[config.mk]
export PLATFORM = sky130hd
export DESIGN_NAME = oldland_memory
export DESIGN_NICKNAME = d
export VERILOG_FILES = /design/src/rtl/oldland_memory.sv
export SDC_FILE = /design/constraint.sdc
export NUM_CORES = 1
export LEC_CHECK = 0
export CAP_MARGIN = 0
export CORE_UTILIZATION = 37
export DETAILED_ROUTE_END_ITERATION = 12
export PLACE_DENSITY = 0.84
export RECOVER_POWER = 25
export SLEW_MARGIN = 20
export SYNTH_ARGS = -nofsm -noshare
export SYNTH_HDL_FRONTEND = slang
export SYNTH_SLANG_ARGS = --single-unit
[constraint.sdc]
create_clock -name clk -period 1.5 [get_ports clk]
set_input_delay 0.15 -clock clk [delete_from_list [all_inputs] [get_ports clk]]
set_output_delay 0.15 -clock clk [all_outputs]
set_load 0.05 [all_outputs]
[src/rtl/oldland_memory.sv]
// Load/store unit for the Oldland pipeline: one data-bus transaction per
// memory op, little-endian lane steering, alignment aborts and writeback.
module oldland_memory (
    input  logic        clk,
    input  logic        rst,
    input  logic        mem_load,
    input  logic        mem_store,
    input  logic [1:0]  mem_width,
    input  logic [31:0] mar,
    input  logic [31:0] mdr,
    input  logic        wr_result,
    input  logic [3:0]  rd_sel,
    input  logic [31:0] wr_val,
    output logic [31:0] d_addr,
    output logic [3:0]  d_bytesel,
    output logic        d_wr_en,
    output logic [31:0] d_wr_val,
    output logic        d_access,
    input  logic [31:0] d_data,
    input  logic        d_ack,
    input  logic        d_error,
    output logic        busy,
    output logic        data_abort,
    output logic        reg_wr_en,
    output logic [3:0]  reg_wr_sel,
    output logic [31:0] reg_wr_val
);

    typedef enum logic [1:0] {
        IDLE     = 2'd0,
        ACCESS   = 2'd1,
        COMPLETE = 2'd2
    } state_t;

    localparam logic [1:0] WIDTH_BYTE = 2'b00;
    localparam logic [1:0] WIDTH_HALF = 2'b01;

    state_t      state_q, state_d;
    logic        d_access_q, d_access_d;
    logic [31:0] d_addr_q, d_addr_d;
    logic [3:0]  d_bytesel_q, d_bytesel_d;
    logic        d_wr_en_q, d_wr_en_d;
    logic [31:0] d_wr_val_q, d_wr_val_d;
    logic        data_abort_q, data_abort_d;
    logic        reg_wr_en_q, reg_wr_en_d;
    logic [3:0]  reg_wr_sel_q, reg_wr_sel_d;
    logic [31:0] reg_wr_val_q, reg_wr_val_d;

    logic        mem_op;
    logic        misaligned;
    logic [3:0]  bytesel;
    logic [31:0] store_val;
    logic [31:0] load_shifted;
    logic [31:0] load_val;

    assign mem_op = mem_load | mem_store;

    // Lane steering and alignment; the reserved width 2'b11 falls into the word arms.
    always_comb begin
        // NOTE: every combinational output gets a default before the case so no latch is inferred.
        misaligned   = 1'b0;
        bytesel      = 4'b1111;
        store_val    = mdr;
        load_shifted = d_data >> {mar[1:0], 3'b000};
        load_val     = load_shifted;
        case (mem_width)
            WIDTH_BYTE: begin
                bytesel   = 4'b0001 << mar[1:0];
                store_val = {4{mdr[7:0]}};
                load_val  = {24'd0, load_shifted[7:0]};
            end
            WIDTH_HALF: begin
                misaligned = mar[0];
                bytesel    = 4'b0011 << mar[1:0];
                store_val  = {2{mdr[15:0]}};
                load_val   = {16'd0, load_shifted[15:0]};
            end
            default: misaligned = (mar[1:0] != 2'b00);
        endcase
    end

    always_comb begin
        state_d      = state_q;
        d_access_d   = d_access_q;
        d_addr_d     = d_addr_q;
        d_bytesel_d  = d_bytesel_q;
        d_wr_en_d    = d_wr_en_q;
        d_wr_val_d   = d_wr_val_q;
        data_abort_d = 1'b0;
        reg_wr_en_d  = 1'b0;
        reg_wr_sel_d = reg_wr_sel_q;
        reg_wr_val_d = reg_wr_val_q;
        busy         = 1'b0;

        case (state_q)
            IDLE: begin
                if (mem_op) begin
                    busy = 1'b1;
                    if (misaligned) begin
                        state_d      = COMPLETE;
                        data_abort_d = 1'b1;
                    end else begin
                        state_d     = ACCESS;
                        d_access_d  = 1'b1;
                        d_addr_d    = {mar[31:2], 2'b00};
                        d_bytesel_d = bytesel;
                        d_wr_en_d   = mem_store;
                        d_wr_val_d  = store_val;
                    end
                end else begin
                    reg_wr_en_d  = wr_result;
                    reg_wr_sel_d = rd_sel;
                    reg_wr_val_d = wr_val;
                end
            end
            ACCESS: begin
                busy = 1'b1;
                // Bus error wins over a simultaneous acknowledge.
                if (d_error) begin
                    state_d      = COMPLETE;
                    d_access_d   = 1'b0;
                    d_wr_en_d    = 1'b0;
                    data_abort_d = 1'b1;
                end else if (d_ack) begin
                    state_d      = COMPLETE;
                    d_access_d   = 1'b0;
                    d_wr_en_d    = 1'b0;
                    reg_wr_en_d  = mem_load & wr_result;
                    reg_wr_sel_d = rd_sel;
                    reg_wr_val_d = load_val;
                end
            end
            COMPLETE: state_d = IDLE;
            default:  state_d = IDLE;
        endcase
    end

    always_ff @(posedge clk) begin
        // NOTE: reset is synchronous here to match the rest of the pipeline; all state, data included, is cleared.
        if (rst) begin
            state_q      <= IDLE;
            d_access_q   <= 1'b0;
            d_addr_q     <= 32'd0;
            d_bytesel_q  <= 4'd0;
            d_wr_en_q    <= 1'b0;
            d_wr_val_q   <= 32'd0;
            data_abort_q <= 1'b0;
            reg_wr_en_q  <= 1'b0;
            reg_wr_sel_q <= 4'd0;
            reg_wr_val_q <= 32'd0;
        end else begin
            // NOTE: non-blocking assignments so every register samples pre-edge values.
            state_q      <= state_d;
            d_access_q   <= d_access_d;
            d_addr_q     <= d_addr_d;
            d_bytesel_q  <= d_bytesel_d;
            d_wr_en_q    <= d_wr_en_d;
            d_wr_val_q   <= d_wr_val_d;
            data_abort_q <= data_abort_d;
            reg_wr_en_q  <= reg_wr_en_d;
            reg_wr_sel_q <= reg_wr_sel_d;
            reg_wr_val_q <= reg_wr_val_d;
        end
    end

    assign d_access   = d_access_q;
    assign d_addr     = d_addr_q;
    assign d_bytesel  = d_bytesel_q;
    assign d_wr_en    = d_wr_en_q;
    assign d_wr_val   = d_wr_val_q;
    assign data_abort = data_abort_q;
    assign reg_wr_en  = reg_wr_en_q;
    assign reg_wr_sel = reg_wr_sel_q;
    assign reg_wr_val = reg_wr_val_q;

endmodule
# [Word level (Yosys, flattened, before mapping)]
# Index checks and enable logic that the tools add are counted.
[op_classes] n_addsub=0 n_mul=0 div=0 magnitude_cmp=0 n_eq_ne=8 shift=3 n_mux=35 bitwise=3 reduce_logical=8
[ops] cell="32-bit one-hot mux with 2 select lines" count=3
[ops] cell="32-bit 2-to-1 mux" count=3
[ops] cell="32-bit by 5-bit right shift with 32-bit output" count=1
[ops] cell="4-bit one-hot mux with 2 select lines" count=2
[ops] cell="1-bit 2-to-1 mux" count=13
[ops] cell="4-bit 2-to-1 mux" count=3
[ops] cell="1-bit one-hot mux with 2 select lines" count=6
[ops] cell="2-bit != test, second input constant" count=5
[ops] cell="2-bit 2-to-1 mux" count=4
[ops] cell="4-bit AND reduction" count=2
[ops] cell="2-bit by 1-bit equality test with 1-bit output, second input constant" count=2
[ops] cell="2-bit zero test" count=2
[ops] cell="2-bit one-hot mux with 2 select lines" count=1
[ops] cell="2-bit nonzero test" count=2
[ops] cell="1-bit by 2-bit << shifter with 4-bit output, first input constant" count=1
[ops] cell="2-bit by 2-bit << shifter with 4-bit output, first input constant" count=1
[ops] cell="3-bit != test, second input constant" count=1
[ops] cell="3-bit AND reduction" count=1
[ops] cell="2-bit AND reduction" count=1
[ops] cell="1-bit bitwise AND" count=1
[ops] cell="1-bit inverter" count=1
[ops] cell="1-bit bitwise OR" count=1
[totals] ff_bits=108 latch_bits=0 ram_bits=0 rom_bits=0 out_inout_bits=109 memories=0

# [Longest topological paths before layout]
# Gate-level depths: netlist of the first run.
[logic_depth] word_depth=5 depth_mapped=7

# [Least setup slack after synthesis of the first run]
# No wires, ideal clock.
[synth_path] kind="flip-flop to flip-flop" startpoint="register state_q[0]" endpoint="register reg_wr_val_q[10] (netlist: reg_wr_val[10])" arrival_ps=1417 slack_ps=-53 stages_incl_launch_ff=8 path_buffers=3 period_less_slack_ps=1553 path_cell_list="dfxtp_1 buf_6 nor4_2 buf_4 nor2_4 buf_6 a221oi_1 nor3_2"
[synth_between] elab_chain_cells=3
[synth_lines] item="from (decl)" line="38" source="state_t state_q, state_d;"
[synth_lines] item="from (signal assigned)" line="153" source="state_q <= state_d;"
[synth_lines] item="2-bit by 1-bit equality test with 1-bit output or 2-bit zero test (tied branches)" line="95" source="case (state_q)"
[synth_lines] item="2-bit != test (no line) or 2-bit nonzero test (tied branches)"
[synth_lines] item="4-bit AND reduction (no line)"
[synth_lines] item="to (signal assigned)" line="162" source="reg_wr_val_q <= reg_wr_val_d;"
[synth_lines] item="to (decl)" line="47" source="logic [31:0] reg_wr_val_q, reg_wr_val_d;"
# Several ways; a longest one is shown, not always the timed one.
# A chain may end at the register's enable or synchronous reset.

# [Worst setup path after layout of the first run]
[layout_path] startpoint="register state_q[0]" endpoint="register reg_wr_val_q[22] (netlist: reg_wr_val[22])"
# The elaborated chain is that of the path after synthesis.

==> results.yml, run 1 <==
sta:
  final.setup.worst_slack_ns: -0.198
  post-route-period-util_pct: 113
  period_minus_slack_ns: 1.70
  hold_viol: 0
  tightest_slew_ns: 0.640
  slew_violations: 0
  relSlewSlack_pct: 57.5
  skew_ns: 0.0148
  tns_ns: -5.07
  setup_viol: 69
  fmax_mhz: 589
  rsz0062_at_grt: "yes"
  holdWs_ns: 0.164
final_layout:
  final_area_um2: 9120
  num-nets-final: 1037
  stdcell_count: 1078
  final_common_cell: "clkdlybuf4s50_1"
  mostFrequentLayoutCells: "137 x clkdlybuf4s50_1, 119 x buf_4, 114 x nand2_1"
  drive_above_1_share_pct: 34.4
  synthToLayoutAreaGrowth_pct: 82.7
  fin_util_pct: 69.1
setup_path:
  crit_family: "simple AND/OR/NAND/NOR gates"
  critPathMostFrequentCell: "buf_6"
  worst-setup-path-type: "flop to flop"
  reg2reg_depth: 8
  start_kind: "flop"
  path_max_fanout: 7
  critical_path.max_stage_delay_ns: 0.37
  timing.rr.start: "state_q[0]$_SDFFE_PP0P_"
  worstPathRequired_ns: 1.77
  arrival_ns: 1.97
  crit_cells: 8
  cp_cell_sequence: "buf_6, nor4_4, buf_4, buf_6, or2_4, clkbuf_16, nor2_1, nor3_1"
  startpoint: "state_q[0]$_SDFFE_PP0P_"
  endpoint_kind: "flop"
  cp_slowest_cell: "dfxtp_4"
  crit_buf_inv: 4
place:
  placed_area_um2: 7810
  post-place-ws_ns: -0.370
  dp_cells: 1031
  gp_congestion: 0.829
  post-dp-hpwl_um: 13000
  io_buffers: 247
clocking:
  cts_tree: "done"
  numCtsBuffers: 9
  clk_pin_slew_worst_paths_ns: 0.09
  htreeDepth: 3
  root_buffer: "clkbuf_16"
  cts_buffer_depth: 2
  worstSkewPairLatency_ns: 0.37
  clock-sinks: 108
synthesis:
  yosys_register_bits: 108
  synth.distinct_cells: 38
  synth.avg_cell_area_um2: 8.17
  ys.warnings.count: 0
  synthCells: 611
  yosysSeqAreaShare_pct: 43.3
  mappedNetlistArea_um2: 4990
pwr:
  total_power_mw: 9.20
  p_clk_share_pct: 26.8
  powerDensity_nw_per_um2: 1010
  leakage_nw: 3.57
  p_sw_mw: 3.45
  pwr-share-comb_pct: 37.5
  swShare_pct: 37.5
  internal-power_mw: 5.75
  p_seq_share_pct: 35.7
  ir_worst_vdd_mv: 0.779
route:
  via_per_inst: 5.46
  antenna_left: 0
  drt-initial-drc-count: 481
  drc_errors: 0
  dr.pass1.iters: 6
  avgRoutedWirePerCell_um: 19.8
  vias: 5889
  wl_um: 21300
global_route:
  overflow: 0
  grt_util_met3_pct: 7.19
  grt_pass1_wl_um: 29000
  grt_pass1_vias: 5513
  grtUsageMet2_pct: 46.1
  antenna_found_initial: 0
  grt_max_degree: 54
  grt.busiest_layer: "met2"
  grt.total_usage_pct: 26.5
  use_met1_pct: 30.0
hold_path:
  hp-start: "rst"
  min_path_cells: 2
  hp-class: "input pin to flop"
status:
  violations: "setup timing"
  status: "finished, violations left"
floorplanning:
  fp-row-count: 42
  start_util_pct: 37.8
  die_w_um: 118
  dieHeight_um: 118
  ios: 250
  die_area_um2: 14000
  core-area_um2: 13200
run:
  max_cap_violations: 0
repair_timing:
item / 4_1_cts / 5_1_grt
pin swaps: 11 / 38
endpoints found under the setup margin: 89 / 90
gates cloned: 3 / 10
gates resized for setup: 39 / 108
hold buffers: 0 / 0
buffers inserted: 11 / 7
sequential cells by signal, summed over array words and instances (netlist names):
name / cells
d_wr_en: 1
state_q: 2
data_abort: 1
reg_wr_en: 1
d_wr_val: 32
d_addr: 30
d_access: 1
d_bytesel: 4
reg_wr_val: 32
reg_wr_sel: 4
cells in the mapped netlist, drive strengths merged:
cell type,instances,area share (%)
and4b,1,0.20
a311oi,8,1.4
o22ai,8,1.0
nand2b,2,0.25
buf,30,4.2
nand4b,1,0.18
mux2i,40,8.0
nand2,120,9.0
o21ai,28,2.8
a21boi,1,0.15
o21bai,2,0.30
a2111oi,8,1.7
nand3b,9,1.4
clkbuf,26,2.0
a221oi,16,2.9
nor4,1,0.25
and4bb,1,0.25
or3,2,0.25
conb,1,0.075
nor2,78,6.0
nand3,1,0.10
inv,2,0.15
and2,1,0.13
a211oi,12,1.8
or2,1,0.13
dfxtp,108,43
nor3,36,5.0
or3b,1,0.18
nand4bb,1,0.23
a21oi,64,6.4
o41ai,1,0.18
worst paths after layout:
path                            slack (ns)                          end
worst max register to register       -0.20  reg_wr_val[22]$_SDFFE_PP0P_
worst max-delay path                 -0.20  reg_wr_val[22]$_SDFFE_PP0P_
worst min-delay path                  0.16      state_q[0]$_SDFFE_PP0P_
worst min register to register        0.45      d_addr[24]$_SDFFE_PP0P_
power by group through the flow:
stage	logic, mW	registers, mW	clock network, mW
3_5_place_dp	2.88	3.32	0
6_report	3.45	3.28	2.47
3_3_place_gp	2.85	3.31	0
2_1_floorplan	0.880	4.14	0
4_1_cts	3.05	3.26	2.50
5_1_grt	3.61	3.31	2.63
per-layer routing:
layer,part of all wire (%),vias up
met4,4.4,0
met2,51,339
met1,36,2765
met5,0,-
li1,-,2708
met3,7.9,77
logic make-up after synthesis:
kind of cell / synth area share (%)
AO/OA/AOI/OAI: 18.7
flip-flops: 43.3
buffers and inverters: 6.34
multiplexers: 8.02
AND/OR/NAND/NOR: 23.5
other: 0.0751
cell type report:
class | count | area [um^2]
diodes | 1 | 2.50
clock buffers | 10 | 239
clock inverters | 6 | 61.3
fillers | 969 | 4070
inverters | 2 | 7.51
multi-input cells | 446 | 3240
flip-flops and latches | 108 | 2170
well taps | 176 | 220
repair buffers | 329 | 3170
No activity file was read; power rests on OpenSTA's default activity.
==> run 2, diff against run 1 <==
--- a/config.mk
+++ b/config.mk
@@ -8,6 +8,7 @@
 export CAP_MARGIN = 0
 export CORE_UTILIZATION = 37
 export DETAILED_ROUTE_END_ITERATION = 12
+export GPL_TIMING_DRIVEN = 0
 export PLACE_DENSITY = 0.84
 export RECOVER_POWER = 25
 export SLEW_MARGIN = 20
==> results.yml, run 2 (synthesis results as in run 1) <==
floorplanning:
  ios: 250
  die_w_um: 118
  start_util_pct: 37.8
  fp-row-count: 42
  core-area_um2: 13200
  dieHeight_um: 118
  die_area_um2: 14000
setup_path:
  critical_path.max_stage_delay_ns: 0.46
  reg2reg_depth: 7
  timing.rr.end: "reg_wr_val[30]$_SDFFE_PP0P_"
  crit_family: "compound AO/OA/AOI/OAI gates"
  arrival_ns: 1.99
  path_max_fanout: 10
  cp_cell_sequence: "dlygate4sd2_1, clkbuf_1, nand3b_1, o21ai_0, a221oi_4, nor3_2"
  endpoint: "reg_wr_val[12]$_SDFFE_PP0P_"
  crit_cells: 6
  startpoint: "mar[0]"
  start_kind: "input pin"
  worst-setup-path-type: "input pin to flop"
  endpoint_kind: "flop"
  timing.rr.start: "state_q[1]$_SDFFE_PP0P_"
  r2r_setup_slack_ns: -0.24
  worstPathRequired_ns: 1.73
  cp_slowest_cell: "clkbuf_1"
  crit_buf_inv: 2
hold_path:
  hp-start: "d_error"
  hp-class: "input pin to flop"
pwr:
  ir_worst_vdd_mv: 0.826
  leakage_nw: 3.98
  powerDensity_nw_per_um2: 965
  total_power_mw: 9.32
run:
  max_cap_violations: 0
sta:
  tightest_slew_ns: 0.859
  period_minus_slack_ns: 1.76
  holdWs_ns: 0.276
  tns_ns: -8.70
  fmax_mhz: 569
  post-route-period-util_pct: 117
  hold_viol: 0
  final.setup.worst_slack_ns: -0.259
  skew_ns: 0.0176
  rsz0062_at_grt: "yes"
  slew_violations: 0
  relSlewSlack_pct: 42.1
  setup_viol: 105
final_layout:
  synthToLayoutAreaGrowth_pct: 93.5
  fin_util_pct: 73.2
  fillers: 904
  num-nets-final: 1067
  drive_above_1_share_pct: 29.7
  final_area_um2: 9660
  mostFrequentLayoutCells: "134 x clkdlybuf4s50_1, 107 x dlygate4sd2_1, 106 x dfxtp_1"
  antenna_cells: 0
  final_common_cell: "clkdlybuf4s50_1"
  stdcell_count: 1106
global_route:
  antenna_found_initial: 0
  grt_pass1_vias: 6092
  grt.total_usage_pct: 30.9
  overflow: 0
  grt_max_degree: 20
  grt_pass1_wl_um: 33200
place:
  gp_congestion: 0.888
  post-place-ws_ns: -0.639
  placed_area_um2: 7800
  post-dp-hpwl_um: 14200
  dp_cells: 1033
  io_buffers: 245
clocking:
  htreeDepth: 3
  clk_pin_slew_worst_paths_ns: 0.09
  root_buffer: "clkbuf_16"
  ctsHoldBuffers: 0
  cts_buffer_depth: 2
  numCtsBuffers: 9
  clock-sinks: 108
  worstSkewPairLatency_ns: 0.36
  cts_tree: "done"
status:
  violations: "setup timing"
  status: "finished, violations left"
route:
  wl_um: 24700
  via_per_inst: 5.75
  dr.pass1.iters: 5
  antenna_left: 0
  avgRoutedWirePerCell_um: 22.3
  vias: 6358
  drt-initial-drc-count: 548
  drc_errors: 0
run 2: area by class of cell:
type	count	area [um^2]	area share, %
well taps	176	220	2.28
clock buffers	9	225	2.33
flip-flops and latches	108	2170	22.4
multi-input cells	447	3460	35.9
plain buffers	54	498	5.16
clock inverters	6	53.8	0.557
repair buffers	304	3020	31.3
inverters	2	11.3	0.117
run 2: power by group:
| group | internal [mW] | leakage, nW | switching, mW |
|---|---|---|---|
| registers | 3.11 | 0.888 | 0.172 |
| clock network | 1.16 | 0.135 | 1.24 |
| logic | 1.44 | 2.96 | 2.20 |
| total | 5.71 | 3.98 | 3.61 |
run 2: timing repair:
item | in CTS | in global routing
gates cloned | 8 | 5
setup buffers | 28 | 23
pin swaps | 37 | 44
gates resized for setup | 245 | 144
setup endpoints to repair | 214 | 109
run 2: metal layers:
| metal | part of all wire [%] | vias to the layer above | GRT usage [%] |
|---|---|---|---|
| li1 | - | 2777 | - |
| met1 | 36 | 3003 | 33.8 |
| met2 | 48 | 464 | 54.3 |
| met3 | 10 | 114 | 9.85 |
| met4 | 5.7 | 0 | 13.5 |
| met5 | 0 | - | 0 |
run 2: worst min path at each step:
stage                                    end  slack, ns  cells after the start
floorplan               reg_wr_en$_SDFF_PP0_       0.27                      2
global placement    d_wr_val[3]$_SDFFE_PP0P_       0.44                      2
detailed placement   d_addr[19]$_SDFFE_PP0P_       0.45                      2
CTS                    data_abort$_SDFF_PP0_       0.25                      3
global route            d_wr_en$_SDFFE_PP0P_       0.29                      3
finish                 data_abort$_SDFF_PP0_       0.28                      3
run 2: worst reg2reg max path, cell delays in order (launching register included):
cell	delay (ns)
dfxtp_4	0.37
buf_2	0.14
nand4bb_1	0.20
buf_6	0.17
nor2_4	0.28
buf_4	0.19
a221oi_4	0.06
nor3_2	0.22
